File: src/rtl/fp_sched_pkg.sv
// fp_sched_pkg: unit encoding, fixed per-unit latencies and slot-table entry type
// shared by the FP writeback-slot scheduler and its RAW checker.
package fp_sched_pkg;

  typedef enum logic [1:0] {
    FU_FADD  = 2'd0,
    FU_FMUL  = 2'd1,
    FU_R4    = 2'd2,
    FU_FMISC = 2'd3
  } fp_unit_t;

  // Cycles from issue to writeback, indexed by fp_unit_t.
  localparam int unsigned UNIT_LAT [4] = '{4, 3, 8, 1};
  localparam int unsigned MAX_UNIT_LAT = 8;

  typedef struct packed {
    logic     valid;
    fp_unit_t unit;
    logic     fp_wr;
    logic     int_wr;
  } fp_slot_t;

  function automatic int unsigned unit_lat(input fp_unit_t unit);
    return UNIT_LAT[unit];
  endfunction

endpackage

File: src/rtl/fp_wb_slot_scheduler_if.sv
// fp_wb_slot_scheduler_if: issue-side request, kill vector and writeback-select bundle
// between ID/EXE issue (master) and the FP writeback-slot scheduler (slave).
interface fp_wb_slot_scheduler_if #(
  parameter int unsigned ADDR_WIDTH = 5,
  parameter int unsigned MAX_LAT    = 8
);
  import fp_sched_pkg::*;

  logic                          issue_valid;
  fp_unit_t                      issue_unit;
  logic [ADDR_WIDTH-1:0]         issue_rd;
  logic                          issue_fp_wr;
  logic                          issue_int_wr;
  logic [2:0][ADDR_WIDTH-1:0]    rs_addr;
  logic [2:0]                    rs_fp;
  logic [MAX_LAT-1:0]            kill_mask;
  logic                          issue_ready;
  logic                          wb_valid;
  fp_unit_t                      wb_unit;
  logic [ADDR_WIDTH-1:0]         wb_rd;
  logic                          wb_fp_wr;
  logic                          wb_int_wr;
  logic                          busy;

  modport master (
    output issue_valid, issue_unit, issue_rd, issue_fp_wr, issue_int_wr,
           rs_addr, rs_fp, kill_mask,
    input  issue_ready, wb_valid, wb_unit, wb_rd, wb_fp_wr, wb_int_wr, busy
  );

  modport slave (
    input  issue_valid, issue_unit, issue_rd, issue_fp_wr, issue_int_wr,
           rs_addr, rs_fp, kill_mask,
    output issue_ready, wb_valid, wb_unit, wb_rd, wb_fp_wr, wb_int_wr, busy
  );

endinterface

File: src/rtl/fp_raw_check.sv
// fp_raw_check: three-source RAW compare against in-flight FP destinations.
// Define FP_WB_BYPASS_EN to exclude the retiring slot (regfile write-through covers it).
module fp_raw_check #(
  parameter int unsigned ADDR_WIDTH = 5,
  parameter int unsigned MAX_LAT    = 8
) (
  input  logic [MAX_LAT-1:0]                 slot_wr,
  input  logic [MAX_LAT-1:0][ADDR_WIDTH-1:0] slot_rd,
  input  logic [2:0][ADDR_WIDTH-1:0]         rs_addr,
  input  logic [2:0]                         rs_fp,
  output logic                               hazard
);

  logic [MAX_LAT-1:0] live;

  always_comb begin
    live = slot_wr;
`ifdef FP_WB_BYPASS_EN
    live[0] = 1'b0;
`endif
  end

  always_comb begin
    hazard = 1'b0;
    for (int unsigned i = 0; i < 3; i++) begin
      for (int unsigned k = 0; k < MAX_LAT; k++) begin
        if (rs_fp[i] && live[k] && (rs_addr[i] == slot_rd[k])) begin
          hazard = 1'b1;
        end
      end
    end
  end

endmodule

File: src/rtl/fp_wb_slot_scheduler.sv
// fp_wb_slot_scheduler: reserves a shared-writeback slot per FP op and interlocks RAW hazards.
// Optional macro FP_WB_BYPASS_EN (handled in fp_raw_check) drops slot 0 from the RAW compare.
module fp_wb_slot_scheduler
  import fp_sched_pkg::*;
#(
  parameter int unsigned ADDR_WIDTH = 5,
  parameter int unsigned MAX_LAT    = 8
) (
  input  logic                 clk,
  input  logic                 rst,
  input  logic                 en,
  fp_wb_slot_scheduler_if.slave bus
);

  // A latency equal to MAX_LAT lands in the top slot; anything longer cannot be tracked.
  if (MAX_LAT < MAX_UNIT_LAT) begin : g_lat_check
    $error("fp_wb_slot_scheduler: MAX_LAT smaller than the longest UNIT_LAT entry");
  end

  fp_slot_t [MAX_LAT-1:0]                 slot_q, slot_d;
  logic     [MAX_LAT-1:0][ADDR_WIDTH-1:0] rd_q, rd_d;
  logic     [MAX_LAT-1:0]                 slot_valid;
  logic     [MAX_LAT-1:0]                 slot_wr;
  int unsigned                            lat;
  logic                                   conflict;
  logic                                   hazard;
  logic                                   ready;
  logic                                   accept;

  always_comb begin
    for (int unsigned k = 0; k < MAX_LAT; k++) begin
      slot_valid[k] = slot_q[k].valid;
      slot_wr[k]    = slot_q[k].valid & slot_q[k].fp_wr;
    end
  end

  fp_raw_check #(
    .ADDR_WIDTH (ADDR_WIDTH),
    .MAX_LAT    (MAX_LAT)
  ) u_raw_check (
    .slot_wr (slot_wr),
    .slot_rd (rd_q),
    .rs_addr (bus.rs_addr),
    .rs_fp   (bus.rs_fp),
    .hazard  (hazard)
  );

  // Conflict looks at the pre-kill slot[L], which is what shifts into slot[L-1].
  always_comb begin
    lat      = unit_lat(bus.issue_unit);
    conflict = 1'b0;
    for (int unsigned k = 0; k < MAX_LAT; k++) begin
      if ((k == lat) && slot_valid[k]) begin
        conflict = 1'b1;
      end
    end
  end

  assign ready  = en & ~conflict & ~hazard;
  assign accept = bus.issue_valid & ready;

  always_comb begin
    slot_d = slot_q;
    rd_d   = rd_q;
    if (en) begin
      for (int unsigned k = 0; k + 1 < MAX_LAT; k++) begin
        if (bus.kill_mask[k+1]) begin
          slot_d[k] = '0;
          rd_d[k]   = '0;
        end else begin
          slot_d[k] = slot_q[k+1];
          rd_d[k]   = rd_q[k+1];
        end
      end
      slot_d[MAX_LAT-1] = '0;
      rd_d[MAX_LAT-1]   = '0;
    end else begin
      for (int unsigned k = 0; k < MAX_LAT; k++) begin
        if (bus.kill_mask[k]) begin
          slot_d[k] = '0;
          rd_d[k]   = '0;
        end
      end
    end
    // The new reservation overrides any kill aimed at the slot it lands in.
    if (accept) begin
      for (int unsigned k = 0; k < MAX_LAT; k++) begin
        if (k + 1 == lat) begin
          slot_d[k] = '{valid: 1'b1, unit: bus.issue_unit,
                        fp_wr: bus.issue_fp_wr, int_wr: bus.issue_int_wr};
          rd_d[k]   = bus.issue_rd;
        end
      end
    end
  end

  always_ff @(posedge clk or negedge rst) begin
    if (!rst) begin
      slot_q <= '0;
      rd_q   <= '0;
    end else begin
      slot_q <= slot_d;
      rd_q   <= rd_d;
    end
  end

  assign bus.issue_ready = ready;
  assign bus.wb_valid    = slot_q[0].valid;
  assign bus.wb_unit     = slot_q[0].valid ? slot_q[0].unit : FU_FADD;
  assign bus.wb_rd       = slot_q[0].valid ? rd_q[0] : '0;
  assign bus.wb_fp_wr    = slot_q[0].valid & slot_q[0].fp_wr;
  assign bus.wb_int_wr   = slot_q[0].valid & slot_q[0].int_wr;
  assign bus.busy        = |slot_valid;

endmodule

File: src/flat_wrapper.sv
// flat-port wrapper written by rule: the top's interface ports become plain ports
module fp_wb_slot_scheduler_flat import fp_sched_pkg::*;
#(
  parameter int unsigned ADDR_WIDTH = 5,
  parameter int unsigned MAX_LAT    = 8
)
  (clk, rst, en, bus_issue_valid, bus_issue_unit, bus_issue_rd, bus_issue_fp_wr, bus_issue_int_wr, bus_rs_addr, bus_rs_fp, bus_kill_mask, bus_issue_ready, bus_wb_valid, bus_wb_unit, bus_wb_rd, bus_wb_fp_wr, bus_wb_int_wr, bus_busy);
  fp_wb_slot_scheduler_if #(.ADDR_WIDTH(ADDR_WIDTH), .MAX_LAT(MAX_LAT)) bus_i ();
  input  logic clk;
  input  logic rst;
  input  logic en;
  input wire logic [$bits(bus_i.issue_valid)-1:0] bus_issue_valid;
  input wire logic [$bits(bus_i.issue_unit)-1:0] bus_issue_unit;
  input wire logic [$bits(bus_i.issue_rd)-1:0] bus_issue_rd;
  input wire logic [$bits(bus_i.issue_fp_wr)-1:0] bus_issue_fp_wr;
  input wire logic [$bits(bus_i.issue_int_wr)-1:0] bus_issue_int_wr;
  input wire logic [$bits(bus_i.rs_addr)-1:0] bus_rs_addr;
  input wire logic [$bits(bus_i.rs_fp)-1:0] bus_rs_fp;
  input wire logic [$bits(bus_i.kill_mask)-1:0] bus_kill_mask;
  output wire logic [$bits(bus_i.issue_ready)-1:0] bus_issue_ready;
  output wire logic [$bits(bus_i.wb_valid)-1:0] bus_wb_valid;
  output wire logic [$bits(bus_i.wb_unit)-1:0] bus_wb_unit;
  output wire logic [$bits(bus_i.wb_rd)-1:0] bus_wb_rd;
  output wire logic [$bits(bus_i.wb_fp_wr)-1:0] bus_wb_fp_wr;
  output wire logic [$bits(bus_i.wb_int_wr)-1:0] bus_wb_int_wr;
  output wire logic [$bits(bus_i.busy)-1:0] bus_busy;
  assign bus_i.issue_valid = bus_issue_valid;
  assign bus_i.issue_unit = bus_issue_unit;
  assign bus_i.issue_rd = bus_issue_rd;
  assign bus_i.issue_fp_wr = bus_issue_fp_wr;
  assign bus_i.issue_int_wr = bus_issue_int_wr;
  assign bus_i.rs_addr = bus_rs_addr;
  assign bus_i.rs_fp = bus_rs_fp;
  assign bus_i.kill_mask = bus_kill_mask;
  assign bus_issue_ready = bus_i.issue_ready;
  assign bus_wb_valid = bus_i.wb_valid;
  assign bus_wb_unit = bus_i.wb_unit;
  assign bus_wb_rd = bus_i.wb_rd;
  assign bus_wb_fp_wr = bus_i.wb_fp_wr;
  assign bus_wb_int_wr = bus_i.wb_int_wr;
  assign bus_busy = bus_i.busy;
  fp_wb_slot_scheduler #(.ADDR_WIDTH(ADDR_WIDTH), .MAX_LAT(MAX_LAT)) u_core (.clk(clk), .rst(rst), .en(en), .bus(bus_i));
endmodule
File: config.mk
export PLATFORM = sky130hd
export DESIGN_NAME = fp_wb_slot_scheduler_flat
export DESIGN_NICKNAME = d
export VERILOG_FILES = /design/src/rtl/fp_sched_pkg.sv /design/src/rtl/fp_wb_slot_scheduler_if.sv /design/src/rtl/fp_raw_check.sv /design/src/rtl/fp_wb_slot_scheduler.sv /design/src/flat_wrapper.sv
export SDC_FILE = /design/constraint.sdc
export NUM_CORES = 1
export LEC_CHECK = 0
export ABC_AREA = 1
export BUFFER_PORTS_ARGS = -buffer_cell sky130_fd_sc_hd__buf_2
export CAP_MARGIN = 20
export CORE_MARGIN = 2
export CORE_UTILIZATION = 55
export CTS_CLUSTER_SIZE = 40
export DETAILED_ROUTE_END_ITERATION = 8
export HOLD_SLACK_MARGIN = 0.08
export PLACE_DENSITY = 0.76
export RECOVER_POWER = 100
export SYNTH_ARGS = -nofsm -noshare
export SYNTH_HDL_FRONTEND = slang
export SYNTH_SLANG_ARGS = --single-unit
export TNS_END_PERCENT = 100
File: constraint.sdc
create_clock -name clk -period 3.06 [get_ports clk]
set_input_delay 0.306 -clock clk [delete_from_list [all_inputs] [get_ports clk]]
set_output_delay 0.306 -clock clk [all_outputs]
set_load 0.05 [all_outputs]
After elaboration in Yosys (flattened, before gate mapping) --
Cells that the tools add are included.
Storage, ports and cells: register bits 80, input port bits 39, output and inout bits 12, logic and storage cells 219
Cells by class: magnitude comparators 1, equal/unequal tests 32, muxes and demuxes 73, bitwise gates (word level) 15, reductions and logical operators 58
Operators with widths (count):
- 5-bit two-way mux | 33
- 40-bit two-way mux | 4
- 3-bit by 32-bit equality test with 1-bit output (first input constant) | 4
- 5-bit equality test | 24
- 32-bit binary-select mux with 2-bit select | 1
- 2-bit by 32-bit equality test with 1-bit output (first input constant) | 2
- 32-bit two-way mux | 2
- 1-bit logical AND | 56
- 1-bit by 32-bit equality test with 1-bit output (first input constant) | 1
- 4-bit by 32-bit equality test with 1-bit output (first input constant) | 1
- 32-bit logical NOT | 1
- 1-bit two-way mux | 32
- 1-bit bitwise AND | 12
- 8-bit OR reduction | 1
- 3-bit >= comparator (second input constant) | 1
- 2-bit inverter with 3-bit output | 1
- 2-bit two-way mux | 1
- 1-bit inverter | 2

Depth between registers and ports, before layout --
depth after elaboration 31, mapped depth 14, depth with buffers taken out 12

Cells and area by module --
Synthesis repeated with hierarchy kept, for this count alone.
Unflattened totals: cell total of the unflattened synthesis 1051, area total of the unflattened synthesis 6298.5 µm²
Modules (own cells, without submodules):
- fp_wb_slot_scheduler | instances 1, cells an instance 563, area each 4131.5 µm², seq. area each 2001.9 µm²
- fp_raw_check | instances 1, cells an instance 488, area each 2167.1 µm², seq. area each 0.0 µm²

Worst setup path after synthesis --
Ideal clock, no wire load.
kind reg2out, from register u_core.slot_q (netlist bit u_core.bus.wb_valid), to output bus_issue_ready, data arrival time 1.973 ns, data required time 2.754 ns, setup slack 0.781 ns, cell stages (with the launch flop) 11, path buffers 0, path through dfrtp_1 > nand2_1 > inv_1 > nand2_1 > nor2_1 > nand3_1 > nand2_1 > nor2_2 > nand2_2 > nor2_8 > and2_1
Between the ends: cells in the longest elaborated chain, start to end 29, elaborated cells between the ends (all ways) 44, those cells by class mux (32); bitwise (5); reduce/logical (7)
RTL lines:
- from (decl) | line fp_wb_slot_scheduler.sv:20 | fp_slot_t [MAX_LAT-1:0] slot_q, slot_d;
- from (signal assigned) | line fp_wb_slot_scheduler.sv:102 | slot_q <= slot_d;
- 1-bit bitwise AND (*)
- net bus_wb_fp_wr | line flat_wrapper.sv:24 | output wire logic [$bits(bus_i.wb_fp_wr)-1:0] bus_wb_fp_wr;
- 1-bit logical AND (2 in a row) | line fp_raw_check.sv:27 | if (rs_fp[i] && live[k] && (rs_addr[i] == slot_rd[k])) begin
- 1-bit two-way mux (16 in a row) | line fp_raw_check.sv:27
- 1-bit two-way mux (*) (8 in a row) | line fp_raw_check.sv:27
- 1-bit inverter (*) | line fp_wb_slot_scheduler.sv:59 | assign ready = en & ~conflict & ~hazard;
- 1-bit bitwise AND (*) | line fp_wb_slot_scheduler.sv:59
- to (decl) | line flat_wrapper.sv:20 | output wire logic [$bits(bus_i.issue_ready)-1:0] bus_issue_ready;
Mark *: on every way through the listed nets, which the timed path passes. The rest lies on a longest branch.

Final worst setup path --
from register u_core.rd_q[21] (netlist bit), to output bus_issue_ready
Between the ends: cells in the longest elaborated chain, start to end 24, elaborated cells between the ends (all ways) 28, those cells by class eq/ne (3); mux (20); bitwise (2); reduce/logical (3)
RTL lines:
- from (decl) | line fp_wb_slot_scheduler.sv:21 | logic [MAX_LAT-1:0][ADDR_WIDTH-1:0] rd_q, rd_d;
- from (signal assigned) | line fp_wb_slot_scheduler.sv:103 | rd_q <= rd_d;
- 5-bit equality test | line fp_raw_check.sv:27
- 1-bit logical AND | line fp_raw_check.sv:27
- 1-bit two-way mux (16 in a row) | line fp_raw_check.sv:27
- 1-bit two-way mux (*) (4 in a row) | line fp_raw_check.sv:27
- 1-bit inverter (*) | line fp_wb_slot_scheduler.sv:59
- 1-bit bitwise AND (*) | line fp_wb_slot_scheduler.sv:59
Mark *: on every way between the ends. The rest lies on a longest branch, timed or not.

==> results.ini <==
[run_status]
status = complete, no violations

[floorplanning]
core_mm2 = 0.01094
die_w_um = 110.4
start_util_pct = 56.90
rows = 38
die_y_um = 110.4
io_pins = 51
die_area_mm2 = 0.01218

[logic_synthesis]
synth_top_area_share_pct = 32.17
ys_types = 32
ys_warn_count = 0
synth_seq_area_share_pct = 32.17
synthArstFlopShare_pct = 100.0
synth_nets = 1021
ys_seq_elements = 80
synth_edf_count = 0
syn-mean-instance-area_um2 = 6.336
synth.most_common_cell = nand2_1
synthCells = 982
synth_area_leaders = dfrtp_1 (32%), nand2_1 (21%), nand3_1 (11%), xor2_1 (6.1%), inv_1 (3.9%)
yosysTopAreaCell = dfrtp_1
syn-cell-area_mm2 = 0.006222
synth_ff_type = dfrtp_1
ys_top_cells_by_count = nand2_1 (354), nand3_1 (131), dfrtp_1 (80)

[clocking]
cts_tree = yes
path_clk_slew_ps = 70
clock_sinks = 80
cts_buffer_depth = 2
cts-htree-levels = 3
post-cts-setup-buffer-count = 0
clock_latency_ps = 350
cts_resized = 0
ctsHoldBuffers = 0
root_buffer = clkbuf_16
cts_made_buffers = 9

[placed_design]
dp_hpwl_um = 14220
post_dp_cell_area_mm2 = 0.006369
gp_congestion = 1.014
post-place-cells = 1115
port-buffer-count = 50

[global_route]
grt_usage_pct = 34.17
antenna_found_initial = 0
grt_pass1_wl_um = 31520
globalRouteOverflowTotal = 0
grt_max_degree = 81
grt_pass1_vias = 6117

[finish]
stdcell_area_mm2 = 0.006655
synthToLayoutAreaGrowth_pct = 6.958
nets = 1027
final_util_pct = 60.86
drive_above_1_share_pct = 8.761
antenna_cells = 0
final_cells = 1133

[timing]
whs_ps = 234.2
setup_viol = 0
drv_slew = 0
layout_min_cycle_time_ps = 2670
slew_headroom_pct = 28.76
timing.fmax_ghz = 0.3745
hold_viol = 0
clock_skew_ps = 8.358
worst_slew_pin_slew_ps = 1069
rsz0062_at_grt = false
fin_setup_tns_ps = 0
finalCritPeriodShare_pct = 87.26

[power_and_ir_drop]
p_comb_share_pct = 15.3
p_per_area_mw_per_mm2 = 399.7
p_sw_mw = 0.8317
p_int_mw = 1.829
swShare_pct = 31.26
p_clk_share_pct = 42.7
p_leak_nw = 3.463
ir_drop_mv = 0.3030
power_frac_seq_pct = 42.0

[drt]
drt-wirelength-per-cell_um = 17.37
viasPerCell = 5.916
post-route-drc-count = 0
drtPass1Iterations = 5
ant_nets = 0
routed_wl_um = 19680
drtIter0Drc = 597
vias = 6703

[critical_path]
reg2regPathDepth = 12
critPathKind = flop to output port
crit_family = simple AND/OR/NAND/NOR gates
crit_arrival_ps = 2360
cp-startpoint = u_core.rd_q[21]
cp_cell_sequence = inv_1, nand2_1, nand2_1, nor2_1, nand3_1, nand2_1, nor2_1, nand2_2, nor2_1, and2_1, clkbuf_2
cpPeakStageDelay_ps = 430
worstReg2RegStart = u_core.rd_q[21]
cp.depth = 11
path_max_fanout = 5
worst_setup_path_end_kind = output port
path_buf_inv = 2
cpMaxStageDelayCell = dfrtp_1
start_kind = flop
required_ps = 2750
reg2reg_slack_ps = 430

[min_path]
hp-start = bus_kill_mask[6]
hold_path_depth = 2
hold_path_class = input pin to flop

[job]
max-cap-violations = 0

[power by group through the flow]
stage	Sequential [mW]	Combinational [mW]	Clock, mW
2_1_floorplan	1.12	0.295	0
3_3_place_gp	1.13	0.399	0
3_5_place_dp	1.13	0.401	0
4_1_cts	1.11	0.403	1.15
5_1_grt	1.12	0.452	1.19
6_report	1.12	0.407	1.14
[logic make-up after synthesis]
| kind of cell | after synthesis | synth area share (%) |
|---|---|---|
| simple gates | 596 | 40.90 |
| flops | 80 | 32.17 |
| compound gates | 102 | 9.371 |
| buf+inv | 158 | 11.08 |
| xor+xnor | 46 | 6.475 |
[cells in the final DEF, fill, tap and decap left out, drive strengths merged]
master,n
dlygate4sd3,1
xor2,43
and2,1
o31ai,23
nor4,2
clkinvlp,3
buf,37
or2,2
nand3,132
clkinv,4
dfrtp,80
o21ai,49
nand4,35
o22ai,10
a31oi,2
nor3,1
clkbuf,30
inv,93
a21oi,18
nor2,68
bufinv,1
xnor2,3
nand2,355
[metrics by stage]
stage               power, mW  setup slack, ps
finish                  2.660            389.9
detailed placement      1.535            836.3
CTS                     2.665            562.9
global placement        1.533            865.7
global route            2.759            236.2
floorplan               1.413            781.3
[state kept, by name, summed over array words and instances (netlist names)]
signal	cells
u_core.rd_q	40
u_core.slot_q	39
u_core.bus.wb_valid	1
[worst paths after layout]
kind,end
hold / removal,u_core.rd_q[30]
hold reg to reg,u_core.slot_q[27]
min in group asynchronous,u_core.slot_q[37]
setup reg to reg,u_core.slot_q[3]
setup / recovery,bus_issue_ready
max in group asynchronous,u_core.slot_q[7]
[final cells by class]
type	count	area, µm²
Clock buffer	9	225.2
Clock inverter	7	78.83
Fill cell	1111	4280
Inverter	94	355.3
Multi-Input combinational cell	744	3515
Sequential cell	80	2002
Tap cell	140	175.2
Timing Repair Buffer	59	304.0
[worst register-to-register path, delay by kind of cell, from the launching register on]
family	cells	cell delay [ps]
buffers and inverters	2	800
DFF	1	430
and+or+nand+nor	10	1340
[routing by layer]
layer	global-route usage, %	part of all wire (%)
met1	44.83	41
met2	55.30	46
met3	7.172	9.5
met4	13.48	3.2
met5	0	0
(Power assumes the default switching activity.)
